### src/rtl/dec_addr_sequencer_if.sv
// Handshake bundle between a scan controller and dec_addr_sequencer.
// SEQ_DOWN_EN adds the dir (scan direction) signal.
interface dec_addr_sequencer_if;
  logic       start;
  logic       stop;
  logic       hold;
  logic       loop;
`ifdef SEQ_DOWN_EN
  logic       dir;
`endif
  logic [2:0] A;
  logic       a_valid;
  logic       busy;
  logic       done;

`ifdef SEQ_DOWN_EN
  modport master (output start, stop, hold, loop, dir, input A, a_valid, busy, done);
  modport slave  (input start, stop, hold, loop, dir, output A, a_valid, busy, done);
`else
  modport master (output start, stop, hold, loop, input A, a_valid, busy, done);
  modport slave  (input start, stop, hold, loop, output A, a_valid, busy, done);
`endif
endinterface

### src/rtl/dec_addr_sequencer.sv
// Registered select-code sequencer for a 3-to-8 decoder: scans FIRST..LAST, DWELL cycles per code.
// Optional feature macro: SEQ_DOWN_EN (adds dir input for descending scans).
module dec_addr_sequencer #(
  parameter int unsigned DWELL = 4,
  parameter logic [2:0]  FIRST = 3'd0,
  parameter logic [2:0]  LAST  = 3'd7
) (
  input logic                 clk,
  input logic                 rst_n,
  dec_addr_sequencer_if.slave bus
);

  typedef enum logic [1:0] {S_IDLE, S_RUN, S_PAUSE, S_DONE} state_e;

  localparam logic [7:0] DWELL_LAST = 8'(DWELL - 1);

  state_e     state_q, state_d;
  logic [2:0] a_q, a_d;
  logic       a_valid_q, a_valid_d;
  logic       busy_q, busy_d;
  logic       done_q, done_d;
  logic [7:0] dwell_cnt_q, dwell_cnt_d;

  logic       expired;
  logic [2:0] scan_first, scan_term, scan_step, idle_first;

`ifdef SEQ_DOWN_EN
  logic down_q, down_d;

  // Direction is captured only when a scan is launched so a mid-scan change cannot skew it.
  always_comb begin
    down_d = down_q;
    if (state_q == S_IDLE && bus.start && !bus.stop) down_d = bus.dir;
  end

  assign idle_first = bus.dir ? LAST : FIRST;
`else
  logic down_q;
  assign down_q     = 1'b0;
  assign idle_first = FIRST;
`endif

  assign expired    = (dwell_cnt_q == DWELL_LAST);
  assign scan_first = down_q ? LAST  : FIRST;
  assign scan_term  = down_q ? FIRST : LAST;
  assign scan_step  = down_q ? (a_q - 3'd1) : (a_q + 3'd1);

  always_comb begin
    state_d     = state_q;
    a_d         = a_q;
    a_valid_d   = a_valid_q;
    busy_d      = busy_q;
    done_d      = 1'b0;
    dwell_cnt_d = dwell_cnt_q;
    unique case (state_q)
      S_IDLE: begin
        a_valid_d = 1'b0;
        busy_d    = 1'b0;
        if (bus.start && !bus.stop) begin
          state_d     = S_RUN;
          a_d         = idle_first;
          a_valid_d   = 1'b1;
          busy_d      = 1'b1;
          dwell_cnt_d = 8'd0;
        end
      end
      S_RUN, S_PAUSE: begin
        if (bus.stop) begin
          state_d     = S_IDLE;
          a_valid_d   = 1'b0;
          busy_d      = 1'b0;
          dwell_cnt_d = 8'd0;
        end else if (bus.hold) begin
          state_d = S_PAUSE;
        end else begin
          // Leaving PAUSE counts as a live cycle, so each hold cycle costs exactly one cycle.
          state_d = S_RUN;
          if (expired) begin
            dwell_cnt_d = 8'd0;
            if (a_q != scan_term) begin
              a_d = scan_step;
            end else if (bus.loop) begin
              a_d = scan_first;
            end else begin
              state_d   = S_DONE;
              a_valid_d = 1'b0;
              busy_d    = 1'b0;
              done_d    = 1'b1;
            end
          end else begin
            dwell_cnt_d = dwell_cnt_q + 8'd1;
          end
        end
      end
      S_DONE: begin
        state_d   = S_IDLE;
        a_valid_d = 1'b0;
        busy_d    = 1'b0;
      end
      default: begin
        state_d   = S_IDLE;
        a_valid_d = 1'b0;
        busy_d    = 1'b0;
      end
    endcase
  end

  always_ff @(posedge clk) begin
    if (!rst_n) begin
      state_q     <= S_IDLE;
      a_q         <= FIRST;
      a_valid_q   <= 1'b0;
      busy_q      <= 1'b0;
      done_q      <= 1'b0;
      dwell_cnt_q <= 8'd0;
    end else begin
      state_q     <= state_d;
      a_q         <= a_d;
      a_valid_q   <= a_valid_d;
      busy_q      <= busy_d;
      done_q      <= done_d;
      dwell_cnt_q <= dwell_cnt_d;
    end
  end

`ifdef SEQ_DOWN_EN
  always_ff @(posedge clk) begin
    if (!rst_n) down_q <= 1'b0;
    else        down_q <= down_d;
  end
`endif

  assign bus.A       = a_q;
  assign bus.a_valid = a_valid_q;
  assign bus.busy    = busy_q;
  assign bus.done    = done_q;

endmodule

### src/flat_wrapper.sv
// flat-port wrapper written by rule: the top's interface ports become plain ports
module dec_addr_sequencer_flat 
#(
  parameter int unsigned DWELL = 4,
  parameter logic [2:0]  FIRST = 3'd0,
  parameter logic [2:0]  LAST  = 3'd7
)
  (clk, rst_n, bus_start, bus_stop, bus_hold, bus_loop, bus_A, bus_a_valid, bus_busy, bus_done);
  dec_addr_sequencer_if bus_i ();
  input logic clk;
  input logic rst_n;
  input wire logic [$bits(bus_i.start)-1:0] bus_start;
  input wire logic [$bits(bus_i.stop)-1:0] bus_stop;
  input wire logic [$bits(bus_i.hold)-1:0] bus_hold;
  input wire logic [$bits(bus_i.loop)-1:0] bus_loop;
  output wire logic [$bits(bus_i.A)-1:0] bus_A;
  output wire logic [$bits(bus_i.a_valid)-1:0] bus_a_valid;
  output wire logic [$bits(bus_i.busy)-1:0] bus_busy;
  output wire logic [$bits(bus_i.done)-1:0] bus_done;
  assign bus_i.start = bus_start;
  assign bus_i.stop = bus_stop;
  assign bus_i.hold = bus_hold;
  assign bus_i.loop = bus_loop;
  assign bus_A = bus_i.A;
  assign bus_a_valid = bus_i.a_valid;
  assign bus_busy = bus_i.busy;
  assign bus_done = bus_i.done;
  dec_addr_sequencer #(.DWELL(DWELL), .FIRST(FIRST), .LAST(LAST)) u_core (.clk(clk), .rst_n(rst_n), .bus(bus_i));
endmodule
### config.mk
export PLATFORM = sky130hd
export DESIGN_NAME = dec_addr_sequencer_flat
export DESIGN_NICKNAME = d
export VERILOG_FILES = /design/src/rtl/dec_addr_sequencer_if.sv /design/src/rtl/dec_addr_sequencer.sv /design/src/flat_wrapper.sv
export SDC_FILE = /design/constraint.sdc
export NUM_CORES = 1
export LEC_CHECK = 0
export ABC_AREA = 1
export CAP_MARGIN = 30
export CORE_MARGIN = 5
export CORE_UTILIZATION = 40
export DETAILED_ROUTE_END_ITERATION = 6
export GPL_TIMING_DRIVEN = 1
export SYNTH_ARGS = -nofsm -noshare
export SYNTH_HDL_FRONTEND = slang
export SYNTH_SLANG_ARGS = --single-unit
### constraint.sdc
create_clock -name clk -period 2.08 [get_ports clk]
set_input_delay 0.416 -clock clk [delete_from_list [all_inputs] [get_ports clk]]
set_output_delay 0.416 -clock clk [all_outputs]
set_load 0.02 [all_outputs]
==> run_results.csv <==
group,metric,value,unit
status,status,"finished, final reports clean",
worst_hold_path,hold_path.class,"flip-flop to flip-flop",
timing,hold_viol_final,0,
setup_path,crit_buf_inv,1,
yosys,synth_area,912.1,µm²
yosys,syn_avg_cell_area,7.239,µm²
timing,fmax,584.5,MHz
global_route,grt_pass1_wl,3.401,mm
routing,drc,0,
clock_tree,htree_levels,1,
clock_tree,clk_pin_slew_worst_paths,90,ps
placement,portBuffers,11,
clock_tree,post_cts_buffers,0,
clock_tree,cts_hold_buf,0,
clock_tree,cts-root-buf,"clkbuf_4",
setup_path,crit_path_top_delay_cell,"clkdlybuf4s50_1",
cells_and_area,finalNonFillerCells,169,
clock_tree,cts_buffers,3,
setup_path,worstSetupEndpointType,"output port",
clock_tree,ctsResizeCount,0,
yosys,synth_cell_types,25,
cells_and_area,syn2layout_area_growth,18.79,%
setup_path,r2r_slack,400,ps
routing,drt_iter0_drc,19,
floorplan,core_area,2191,µm²
power_and_ir_drop,powerDensity,992.9,nW/µm²
setup_path,cp_data_required_time,1660,ps
yosys,ys_warn_count,0,
yosys,yosys_most_used_dff,"dfxtp_1",
clock_tree,cts.path.max_buffers,2,
setup_path,slowest_delay,620,ps
placement,dp_hpwl,1.466,mm
timing,fin_skew,0.8924,ps
timing,rsz0062_at_grt,"no",
placement,dp_cells,165,
placement,gp_congestion,0.8038,
clock_tree,insertion_delay,280,ps
power_and_ir_drop,p_leak,0.0004571,µW
yosys,synth_nets,138,
yosys,synth_edf_count,0,
setup_path,cp_max_fo,4,
setup_path,crit_family,"buffers and inverters",
timing,min_period_over_period,0.8225,
power_and_ir_drop,ir_drop,592.0,µV
worst_hold_path,holdCritStartpoint,"u_core.dwell_cnt_q[7]",
floorplan,die_h,57.75,µm
floorplan,die_w,57.75,µm
routing,dr.pass1.iters,4,
clock_tree,cts_tree,"built",
setup_path,arrival,1290,ps
clock_tree,clock_sinks,15,
cells_and_area,n_antenna_cell,0,
cells_and_area,drive_above_1_share,0.1064,
floorplan,io_pins,12,
timing,slew_violations,0,
timing,max_slew_margin,0.8270,
cells_and_area,final_nets,154,
yosys,ys_async_sr_fraction,0,
yosys,netlist_instances,126,
setup_path,crit_type,"flip-flop to output port",
yosys,ys_seq_elements,15,
floorplan,rows,17,
setup_path,r2r-start,"u_core.state_q[0]",
global_route,antenna_found_initial,0,
setup_path,crit_chain,"clkdlybuf4s50_1",
routing,post_drt_via_cell_ratio,4.923,
routing,wl,1.945,mm
timing,fin_crit,1711,ps
global_route,grt_max_degree,9,
floorplan,start_util,0.4163,
routing,ant_nets,0,
routing,via_count,832,
global_route,grt_pass1_vias,770,
floorplan,fp.dieArea,3335,µm²
timing,tightest_slew,259.5,ps
global_route,grt_overflow_total,0,
setup_path,startpoint,"u_core.bus.A[0]",
routing,wire_per_inst,11.51,µm
timing,setup_viol,0,
timing,fin_setup_tns,0,ps
global_route,track_usage,0.1288,
setup_path,critPathLaunchType,"flip-flop",
run,cap_violations,0,
yosys,synth_seq_area_share,0.3292,
logic make-up (layout without fill, tap and decap cells):
group / count (synthesis) / count (layout) / synth area share
and+or+nand+nor: 66 / 66 / 0.3567
AOI/OAI and AO/OA: 20 / 20 / 0.1495
buffers and inverters: 19 / 34 / 0.08230
DFF: 15 / 15 / 0.3292
adders and majority gates: 6 / 6 / 0.08230
power by group:
group / internal [µW] / switching, µW / total (µW) / leakage, µW
logic: 189 / 378 / 566 / 0.000321
registers: 322 / 24.3 / 346 / 0.000122
clock network: 74.4 / 89.4 / 164 / 0.0000150
total: 585 / 491 / 1080 / 0.000457
cells in the mapped netlist (2+ instances only):
library cell	n	share of area
nand2_1	24	0.099
inv_1	17	0.070
nor2_1	16	0.066
dfxtp_1	15	0.33
nand3_1	10	0.055
a21oi_1	9	0.049
ha_1	6	0.082
nand4_1	6	0.041
nor2_4	3	0.037
o21ai_0	3	0.016
a21o_1	2	0.016
o21ai_4	2	0.036
path summary, 6_finish.rpt:
kind,endpoint,depth (start not counted)
min,u_core.dwell_cnt_q[7],2
max,bus_A[0],1
max reg2reg,u_core.dwell_cnt_q[7],10
min reg2reg,u_core.dwell_cnt_q[7],2
layout by cell type, fill, tap and decap left out, types with 2 or more instances in the layout:
| master | synthesis | layout |
|---|---|---|
| clkbuf_4 | 0 | 3 |
| a21o_1 | 2 | 2 |
| nor2_1 | 16 | 16 |
| nor2_4 | 3 | 3 |
| o21ai_4 | 2 | 2 |
| ha_1 | 6 | 6 |
| dfxtp_1 | 15 | 15 |
| nand4_1 | 6 | 6 |
| nand3_1 | 10 | 10 |
| clkdlybuf4s50_1 | 0 | 11 |
| o21ai_0 | 3 | 3 |
| inv_1 | 17 | 17 |
| nand2_1 | 24 | 24 |
| a21oi_1 | 9 | 9 |
metal layers:
| layer | up-vias | track usage | routed length [µm] |
|---|---|---|---|
| met3 | 2 | 0.03341 | 105 |
| met4 | 0 | 0.04967 | 14 |
| met1 | 369 | 0.1578 | 928 |
| li1 | 447 | - | - |
| met2 | 14 | 0.2145 | 896 |
| met5 | - | 0 | 0 |
state kept, by name, indices dropped and copies added (netlist names):
signal / count
u_core.bus.busy: 1
u_core.bus.A: 3
u_core.bus.done: 1
u_core.state_q: 2
u_core.dwell_cnt_q: 8
layout make-up:
type	count	area, µm²
Multi-Input combinational cell	92	536.8
Fill cell	219	1107
Tap cell	28	35.03
Timing Repair Buffer	12	117.6
Inverter	18	67.56
Sequential cell	15	300.3
Clock buffer	4	26.28
per-stage QoR:
stage	power [µW]	instance area, µm²	utilization	hold WS (ps)	setup WS [ps]
2_1_floorplan	795.8	912.1	-	452.1	577.0
3_3_place_gp	904.7	1057	0.4826	470.8	261.8
3_5_place_dp	909.8	1057	0.4826	479.0	250.6
4_1_cts	1092	1084	0.4946	494.0	348.5
5_1_grt	1172	1084	0.4946	514.7	241.6
6_report	1076	1084	0.4946	491.5	369.1
No activity file was read; power rests on OpenSTA's default activity.
